**src/rtl/mem_access_pkg.sv**
```systemverilog
// Shared definitions for the MEM stage: memory op codes, access-size encodings,
// FSM state encoding and the op decoder.
package mem_access_pkg;

    localparam int OPC_W = 8;

    localparam logic [OPC_W-1:0] OP_LB  = 8'h10;
    localparam logic [OPC_W-1:0] OP_LH  = 8'h11;
    localparam logic [OPC_W-1:0] OP_LW  = 8'h12;
    localparam logic [OPC_W-1:0] OP_LBU = 8'h13;
    localparam logic [OPC_W-1:0] OP_LHU = 8'h14;
    localparam logic [OPC_W-1:0] OP_SB  = 8'h18;
    localparam logic [OPC_W-1:0] OP_SH  = 8'h19;
    localparam logic [OPC_W-1:0] OP_SW  = 8'h1A;

    localparam logic [1:0] SIZE_B = 2'd0;
    localparam logic [1:0] SIZE_H = 2'd1;
    localparam logic [1:0] SIZE_W = 2'd2;

    typedef enum logic [1:0] {
        ST_IDLE = 2'd0,
        ST_REQ  = 2'd1,
        ST_WAIT = 2'd2
    } state_t;

    typedef struct packed {
        logic       is_mem;
        logic       is_load;
        logic       is_unsigned;
        logic [1:0] size;
    } mem_op_t;

    function automatic mem_op_t decode_op(input logic [OPC_W-1:0] op);
        mem_op_t d;
        d = '{1'b0, 1'b0, 1'b0, SIZE_B};
        case (op)
            OP_LB:   d = '{1'b1, 1'b1, 1'b0, SIZE_B};
            OP_LH:   d = '{1'b1, 1'b1, 1'b0, SIZE_H};
            OP_LW:   d = '{1'b1, 1'b1, 1'b0, SIZE_W};
            OP_LBU:  d = '{1'b1, 1'b1, 1'b1, SIZE_B};
            OP_LHU:  d = '{1'b1, 1'b1, 1'b1, SIZE_H};
            OP_SB:   d = '{1'b1, 1'b0, 1'b0, SIZE_B};
            OP_SH:   d = '{1'b1, 1'b0, 1'b0, SIZE_H};
            OP_SW:   d = '{1'b1, 1'b0, 1'b0, SIZE_W};
            default: d = '{1'b0, 1'b0, 1'b0, SIZE_B};
        endcase
        return d;
    endfunction

endpackage

```
**src/rtl/mem_access_align.sv**
```systemverilog
// mem_align: combinational load sign/zero extension and store data masking.
module mem_align
    import mem_access_pkg::*;
#(
    parameter int XLEN = 32
) (
    input  logic [1:0]      i_ld_size,
    input  logic            i_ld_unsigned,
    input  logic [XLEN-1:0] i_rdata,
    input  logic [1:0]      i_st_size,
    input  logic [XLEN-1:0] i_st_data,
    output logic [XLEN-1:0] o_ld_data,
    output logic [XLEN-1:0] o_st_data
);

    always_comb begin
        o_ld_data = i_rdata;
        case (i_ld_size)
            SIZE_B:  o_ld_data = {{(XLEN-8){~i_ld_unsigned & i_rdata[7]}}, i_rdata[7:0]};
            SIZE_H:  o_ld_data = {{(XLEN-16){~i_ld_unsigned & i_rdata[15]}}, i_rdata[15:0]};
            default: o_ld_data = i_rdata;
        endcase
    end

    always_comb begin
        o_st_data = i_st_data;
        case (i_st_size)
            SIZE_B:  o_st_data = {{(XLEN-8){1'b0}}, i_st_data[7:0]};
            SIZE_H:  o_st_data = {{(XLEN-16){1'b0}}, i_st_data[15:0]};
            default: o_st_data = i_st_data;
        endcase
    end

endmodule

```
**src/rtl/mem_access.sv**
```systemverilog
// MEM pipeline stage: issues loads/stores to mem_ctrl and stalls until done.
// Optional misaligned-access trap is enabled by defining MEM_MISALIGN_CHK_EN.
module mem_access
    import mem_access_pkg::*;
#(
    parameter int XLEN       = 32,
    parameter int REG_ADDR_W = 5,
    parameter int OP_W       = 8
) (
    input  logic                  clk,
    input  logic                  rst,
    input  logic                  in_valid,
    input  logic [OP_W-1:0]       op_i,
    input  logic [REG_ADDR_W-1:0] wd_i,
    input  logic                  wreg_i,
    input  logic [XLEN-1:0]       wdata_i,
    input  logic [XLEN-1:0]       st_data_i,
    output logic                  mem_stall_req,
    output logic                  mem_req,
    output logic [XLEN-1:0]       mem_addr,
    output logic [XLEN-1:0]       mem_wdata,
    output logic                  mem_we,
    output logic [1:0]            mem_size,
    input  logic                  mem_gnt,
    input  logic                  mem_done,
    input  logic [XLEN-1:0]       mem_rdata,
    output logic [REG_ADDR_W-1:0] wd_o,
    output logic                  wreg_o,
    output logic [XLEN-1:0]       wdata_o,
    output logic                  misalign_o
);

    state_t                r_state;
    state_t                w_state_next;
    logic [OPC_W-1:0]      w_op8;
    logic                  w_op_hi_zero;
    mem_op_t               w_dec;
    logic                  w_is_mem;
    logic                  w_misalign;
    logic                  w_start;
    logic                  w_done;
    logic                  w_stall;
    logic                  w_req;
    logic [XLEN-1:0]       w_ld_data;
    logic [XLEN-1:0]       w_st_masked;

    logic                  r_is_load;
    logic                  r_unsigned;
    logic [REG_ADDR_W-1:0] r_ld_wd;
    logic [XLEN-1:0]       r_mem_addr;
    logic [XLEN-1:0]       r_mem_wdata;
    logic                  r_mem_we;
    logic [1:0]            r_mem_size;
    logic [REG_ADDR_W-1:0] r_wd;
    logic                  r_wreg;
    logic [XLEN-1:0]       r_wdata;

    // Op codes wider than the shared table only match when the extra bits are zero.
    generate
        if (OP_W > OPC_W) begin : g_wide_op
            assign w_op_hi_zero = ~|op_i[OP_W-1:OPC_W];
        end else begin : g_narrow_op
            assign w_op_hi_zero = 1'b1;
        end
    endgenerate

    assign w_op8    = OPC_W'(op_i);
    assign w_dec    = decode_op(w_op8);
    assign w_is_mem = w_dec.is_mem & w_op_hi_zero;

`ifdef MEM_MISALIGN_CHK_EN
    logic r_misalign;

    assign w_misalign = w_is_mem &
                        (((w_dec.size == SIZE_H) & wdata_i[0]) |
                         ((w_dec.size == SIZE_W) & (|wdata_i[1:0])));

    always_ff @(posedge clk or negedge rst) begin
        if (!rst) begin
            r_misalign <= 1'b0;
        end else begin
            r_misalign <= (r_state == ST_IDLE) & in_valid & w_misalign;
        end
    end

    assign misalign_o = r_misalign;
`else
    assign w_misalign = 1'b0;
    assign misalign_o = 1'b0;
`endif

    assign w_start = in_valid & w_is_mem & ~w_misalign;

    mem_align #(.XLEN(XLEN)) u_align (
        .i_ld_size     (r_mem_size),
        .i_ld_unsigned (r_unsigned),
        .i_rdata       (mem_rdata),
        .i_st_size     (w_dec.size),
        .i_st_data     (st_data_i),
        .o_ld_data     (w_ld_data),
        .o_st_data     (w_st_masked)
    );

    always_ff @(posedge clk or negedge rst) begin
        if (!rst) begin
            r_state <= ST_IDLE;
        end else begin
            r_state <= w_state_next;
        end
    end

    // Stall drops in the completion cycle so upstream advances on the same edge.
    always_comb begin
        w_state_next = r_state;
        w_stall      = 1'b0;
        w_req        = 1'b0;
        w_done       = 1'b0;
        case (r_state)
            ST_IDLE: begin
                if (w_start) begin
                    w_state_next = ST_REQ;
                    w_stall      = 1'b1;
                end
            end
            ST_REQ: begin
                w_req   = 1'b1;
                w_stall = 1'b1;
                if (mem_gnt) begin
                    w_done       = mem_done;
                    w_state_next = mem_done ? ST_IDLE : ST_WAIT;
                end
            end
            ST_WAIT: begin
                if (mem_done) begin
                    w_done       = 1'b1;
                    w_state_next = ST_IDLE;
                end else begin
                    w_stall = 1'b1;
                end
            end
            default: w_state_next = ST_IDLE;
        endcase
    end

    always_ff @(posedge clk or negedge rst) begin
        if (!rst) begin
            r_is_load   <= 1'b0;
            r_unsigned  <= 1'b0;
            r_ld_wd     <= '0;
            r_mem_addr  <= '0;
            r_mem_wdata <= '0;
            r_mem_we    <= 1'b0;
            r_mem_size  <= SIZE_B;
            r_wd        <= '0;
            r_wreg      <= 1'b0;
            r_wdata     <= '0;
        end else begin
            r_wreg <= 1'b0;
            if (r_state == ST_IDLE) begin
                if (in_valid && !w_is_mem) begin
                    r_wd    <= wd_i;
                    r_wreg  <= wreg_i;
                    r_wdata <= wdata_i;
                end else if (w_start) begin
                    r_is_load   <= w_dec.is_load;
                    r_unsigned  <= w_dec.is_unsigned;
                    r_ld_wd     <= wd_i;
                    r_mem_addr  <= wdata_i;
                    r_mem_wdata <= w_st_masked;
                    r_mem_we    <= ~w_dec.is_load;
                    r_mem_size  <= w_dec.size;
                end
            end else if (w_done) begin
                r_wd   <= r_ld_wd;
                r_wreg <= r_is_load;
                if (r_is_load) begin
                    r_wdata <= w_ld_data;
                end
            end
        end
    end

    assign mem_stall_req = w_stall;
    assign mem_req       = w_req;
    assign mem_addr      = r_mem_addr;
    assign mem_wdata     = r_mem_wdata;
    assign mem_we        = r_mem_we;
    assign mem_size      = r_mem_size;
    assign wd_o          = r_wd;
    assign wreg_o        = r_wreg;
    assign wdata_o       = r_wdata;

endmodule

```
**config.mk**
```make
export PLATFORM = sky130hd
export DESIGN_NAME = mem_access
export DESIGN_NICKNAME = d
export VERILOG_FILES = /design/src/rtl/mem_access_pkg.sv /design/src/rtl/mem_access_align.sv /design/src/rtl/mem_access.sv
export SDC_FILE = /design/constraint.sdc
export NUM_CORES = 1
export LEC_CHECK = 0
export CAP_MARGIN = 20
export CORE_MARGIN = 5
export CORE_UTILIZATION = 35
export CTS_CLUSTER_DIAMETER = 40
export DETAILED_ROUTE_END_ITERATION = 10
export HOLD_SLACK_MARGIN = 0.05
export PLACE_DENSITY = 0.69
export SLEW_MARGIN = 20
export SYNTH_ARGS = -nofsm -noshare
export SYNTH_HDL_FRONTEND = slang
export SYNTH_SLANG_ARGS = --single-unit
```
**constraint.sdc**
```tcl
create_clock -name clk -period 4.73 [get_ports clk]
set_input_delay 0.7095 -clock clk [delete_from_list [all_inputs] [get_ports clk]]
set_output_delay 0.7095 -clock clk [all_outputs]
set_load 0.02 [all_outputs]
```
# Yosys cells after proc, flatten, opt, wreduce, memory -nomap -nowiden
# Memories as Yosys holds them, arrays and structs flattened.
# Index checks and enable logic that the tools add are counted.
classes:
  n_div: 0
  n_addsub: 0
  n_reduce_logical: 12
  n_shift: 0
  n_mux: 25
  multipliers: 0
  n_eq_ne: 8
  bitwise: 6
  order_cmp: 0
ops:
  columns: ["cell", "count"]
  rows:
  - ["32-bit 2-to-1 mux", 4]
  - ["32-bit one-hot mux with 2 select lines", 2]
  - ["5-bit 2-to-1 mux", 4]
  - ["3-bit AND reduction", 3]
  - ["1-bit 2-to-1 mux", 8]
  - ["2-bit 2-to-1 mux", 4]
  - ["2-bit by 1-bit == test with 1-bit output (second input constant)", 3]
  - ["2-bit zero test", 3]
  - ["2-bit inequality test (second input constant)", 3]
  - ["2-bit one-hot mux with 3 select lines", 1]
  - ["2-bit nonzero test", 2]
  - ["1-bit AND", 3]
  - ["3-bit zero test", 1]
  - ["1-bit NOT", 3]
  - ["1-bit one-hot mux with 3 select lines", 1]
  - ["2-bit == test (second input constant)", 1]
  - ["2-bit by 1-bit inequality test with 1-bit output (second input constant)", 1]
  - ["1-bit one-hot mux with 2 select lines", 1]
  - ["2-bit AND reduction", 1]
  - ["1-bit logical AND", 1]
  - ["1-bit zero test", 1]
totals:
  latchBits: 0
  romBits: 160
  ram_bits: 0
  in_bits: 115
  ff_bits: 114
  mem_count: 1
mem_list:
  columns: ["memory", "depth", "width", "rd", "rd_ports_with_merged_regs", "wr", "line", "text"]
  rows:
  - ["(no name shown)", 32, 5, 1, 0, 0, "mem_access_pkg.sv:36", "case (op)"]

# Longest topological paths before layout
depth:
  ltp_word: 6
  mapped_depth: 8
  mapped_depth_nobuf: 6

# Hierarchy
# A second synthesis with hierarchy kept.
unflattened:
  cells_unflattened: 436
  area_unflattened_um2: 5574.1
by_module_without_submodules:
  columns: ["module", "cells_per_inst", "area_per_inst_um2", "n_inst", "seq_area_each_um2"]
  rows:
  - ["mem_access", 335, 5001.0, 1, 2852.7]
  - ["mem_align", 101, 573.0, 1, 0.0]

# Worst setup path before layout
# OpenSTA, ideal clock, no wires.
synth_timing:
  path_type: "input -> output"
  startpoint: "input port op_i[6]"
  endpoint: "output port mem_stall_req"
  arrival_ns: 2.335
  n_path_buf: 2
  path_stages: 5
  setup_slack_ns: 1.685
  cell_sequence: "or4b_4 a2111o_1 buf_6 clkbuf_1 a21oi_1"
synth_between:
  elab_chain_len: 5
synth_rtl:
  columns: ["item", "line", "text"]
  rows:
  - ["start: declaration", "mem_access.sv:13", "input logic [OP_W-1:0] op_i,"]
  - ["3-bit zero test", "mem_access_pkg.sv:36", null]
  - ["5-bit 2-to-1 mux", "mem_access_pkg.sv:36", null]
  - ["1-bit AND", "mem_access.sv:92", "assign w_start = in_valid & w_is_mem & ~w_misalign;"]
  - ["1-bit 2-to-1 mux", "mem_access.sv:120", "if (w_start) begin"]
  - ["1-bit one-hot mux with 3 select lines", "mem_access.sv:118", "case (r_state)"]
  - ["end: declaration", "mem_access.sv:18", "output logic mem_stall_req,"]
# Every way passes these cells.

# Worst setup path after layout
# Same ends and word-level chain as after synthesis.

==> results.json <==
{
  "final_cell_mix": "clkdlybuf4s50_1 (220), dfrtp_1 (114), mux2_2 (84)",
  "dp_slack_ns": 1.13,
  "ir_drop_mv": 0.267,
  "yosys_warnings": 0,
  "antenna_found_initial": 0,
  "cp_top_family": "buffers and inverters",
  "hpwl_um": 10700,
  "cts_sinks": 114,
  "die_w_um": 130,
  "core.rowCount": 43,
  "ioPinCount": 223,
  "crit_required_ns": 4.02,
  "synth-edff-count": 0,
  "async_flop_share_pct": 100,
  "clkTransAtPathRegs_ns": 0.05,
  "whs_ns": 0.434,
  "final-setup-viol-count": 0,
  "fin_worst_skew_ns": 0.00921,
  "die_height_um": 130,
  "cpPeakStageDelay_ns": 0.65,
  "crit_chain": "clkdlybuf4s50_1 > or4b_4 > a2111o_2 > a21oi_1 > clkdlybuf4s50_1",
  "crit_path_frequent_cell": "clkdlybuf4s50_1",
  "max-cap-violations": 0,
  "synth_cells": 388,
  "core_mm2": 0.0140,
  "hp-class": "input pin to asynchronous set/reset pin",
  "synth_nets": 507,
  "crit_slowest_cell": "clkdlybuf4s50_1",
  "grt_max_degree": 77,
  "grt_pass1_vias": 4389,
  "first_iter_violations": 160,
  "synth_ff_type": "dfrtp_1",
  "final_common_cell": "clkdlybuf4s50_1",
  "portBuffers": 221,
  "power_density_mw_per_mm2": 591,
  "drv_slew": 0,
  "cts_root_buf": "clkbuf_16",
  "crit_fanout": 5,
  "crit_type": "input pin to output pin",
  "report.final.hold_viol_count": 0,
  "ctsHoldBuffers": 0,
  "area_delta_synth_final_pct": 60.2,
  "wirelength_um": 14800,
  "grt-ovfl-total": 0,
  "r2r_cells": 7,
  "cts_max_level": 4,
  "grt_pass1_wl_um": 23300,
  "drc": 0,
  "cts_made_buffers": 17,
  "vias": 3945,
  "worstSetupStartpointType": "input pin",
  "cts_resized": 0,
  "end_kind": "output pin",
  "crit_buf_inv": 2,
  "grt_usage_pct": 17.8,
  "rr_endpoint": "wdata_o[22]$_DFFE_PN0P_",
  "fin_cells": 801,
  "viasPerCell": 4.93,
  "fin_tns_setup_ns": 0,
  "tightest_slew_ns": 1.04,
  "cp.arrival_ns": 2.89,
  "n_antenna_cell": 0,
  "netlist_area_mm2": 0.00503,
  "drive_above_1_share_pct": 21.3,
  "clock_latency_ns": 0.41,
  "period_needed_ns": 3.60,
  "antenna_left": 0,
  "fp.dieArea_mm2": 0.0169,
  "r2r_setup_slack_ns": 1.89,
  "wire_per_inst_um": 18.4,
  "r2r_start": "r_state[0]$_DFFE_PN0P_",
  "cts_buffer_depth": 2,
  "relSlewSlack_pct": 29.9,
  "nets": 727,
  "ys_seq_area_share_pct": 56.8,
  "post-cts-setup-buffer-count": 0,
  "setup_slack_ns": 1.13,
  "ys_ff_latch": 114,
  "dr.pass1.iters": 4,
  "power_leakage_uw": 0.00344,
  "dp.cells": 769,
  "fmax_ghz": 0.278,
  "status": "finished, final reports clean",
  "rsz0062_at_grt": "no",
  "initial_utilization_pct": 35.9,
  "gp_congestion": 0.802,
  "syn_avg_cell_area_um2": 13.0,
  "total_power_uw": 4760,
  "finalCritPeriodShare_pct": 76.0,
  "cts_tree": "yes",
  "ys_types": 41
}
[metal layers]
metal | GRT usage [%] | wire length, um | part of all wire [%]
met3 | 6.88 | 1310 | 8.9
met1 | 21.3 | 6030 | 41
met2 | 29.1 | 7140 | 48
met4 | 6.91 | 294 | 2.0
met5 | 0 | 0 | 0
[state kept, by name, indices dropped and copies added (netlist names)]
register	count
mem_addr	32
mem_wdata	32
wdata_o	32
r_ld_wd	5
wd_o	5
mem_size	2
r_state	2
mem_we	1
r_is_load	1
r_unsigned	1
wreg_o	1
[worst register-to-register path: stages (launching register included)]
cell and delay, ns:
dfrtp_1 0.37, inv_1 0.08, ha_1 0.22, buf_4 0.26, inv_1 0.62, o31a_1 0.70
a2bb2oi_1 0.18, mux2_2 0.29
[through the flow]
stage	area [um^2]	util (%)
5_1_grt	8050	57.5
6_report	8050	57.5
3_3_place_gp	7390	52.8
3_5_place_dp	7390	52.8
2_1_floorplan	5030	-
4_1_cts	8050	57.5
[worst max path at each step]
stage                               end     from  slack, ns  cells past startpoint
after global placement    mem_stall_req  op_i[6]       1.12                      5
final                     mem_stall_req  op_i[6]       1.13                      5
after CTS                 mem_stall_req  op_i[6]       1.12                      5
after global routing      mem_stall_req  op_i[6]       1.09                      5
after floorplan           mem_stall_req  op_i[6]       1.69                      5
after detailed placement  mem_stall_req  op_i[6]       1.13                      5
[layout make-up]
class	count	area (um^2)
well taps	180	225
fillers	1141	5940
inverters	7	26.3
clock inverters	13	206
flip-flops and latches	114	2850
repair buffers	225	2240
multi-input cells	243	2050
clock buffers	19	453
[cells by family (layout without fill, tap and decap cells)]
kind of cell    count (synthesis)  after routing  share of synthesized area, %
compound gates                 84             84                          12.8
fa+ha+maj                       4              4                         0.996
buf+inv                        31            264                          2.91
flops                         114            114                          56.8
mux                            92             92                          20.9
other cells                     1              1                        0.0746
simple gates                   62             62                          5.63
[power by group]
| group | leakage [uW] | internal [uW] | switching (uW) | total (uW) |
|---|---|---|---|---|
| clock network | 0.000319 | 962 | 455 | 1420 |
| logic | 0.00168 | 997 | 879 | 1880 |
| registers | 0.00145 | 1290 | 177 | 1470 |
[synthesized netlist by cell type (3+ instances only)]
cell type	count	share of area [%]
dfrtp_1	114	57
o32a_1	3	0.60
nand2_1	46	3.4
mux2_2	84	19
a21oi_1	10	1.0
ha_1	4	1.0
a2bb2oi_1	19	3.3
clkbuf_1	10	0.75
mux2_4	4	1.2
nor2_1	4	0.30
a22o_1	20	3.5
buf_2	9	0.90
o21ai_0	18	1.8
inv_1	7	0.52
Note: power is estimated with default switching activity, not from simulation.
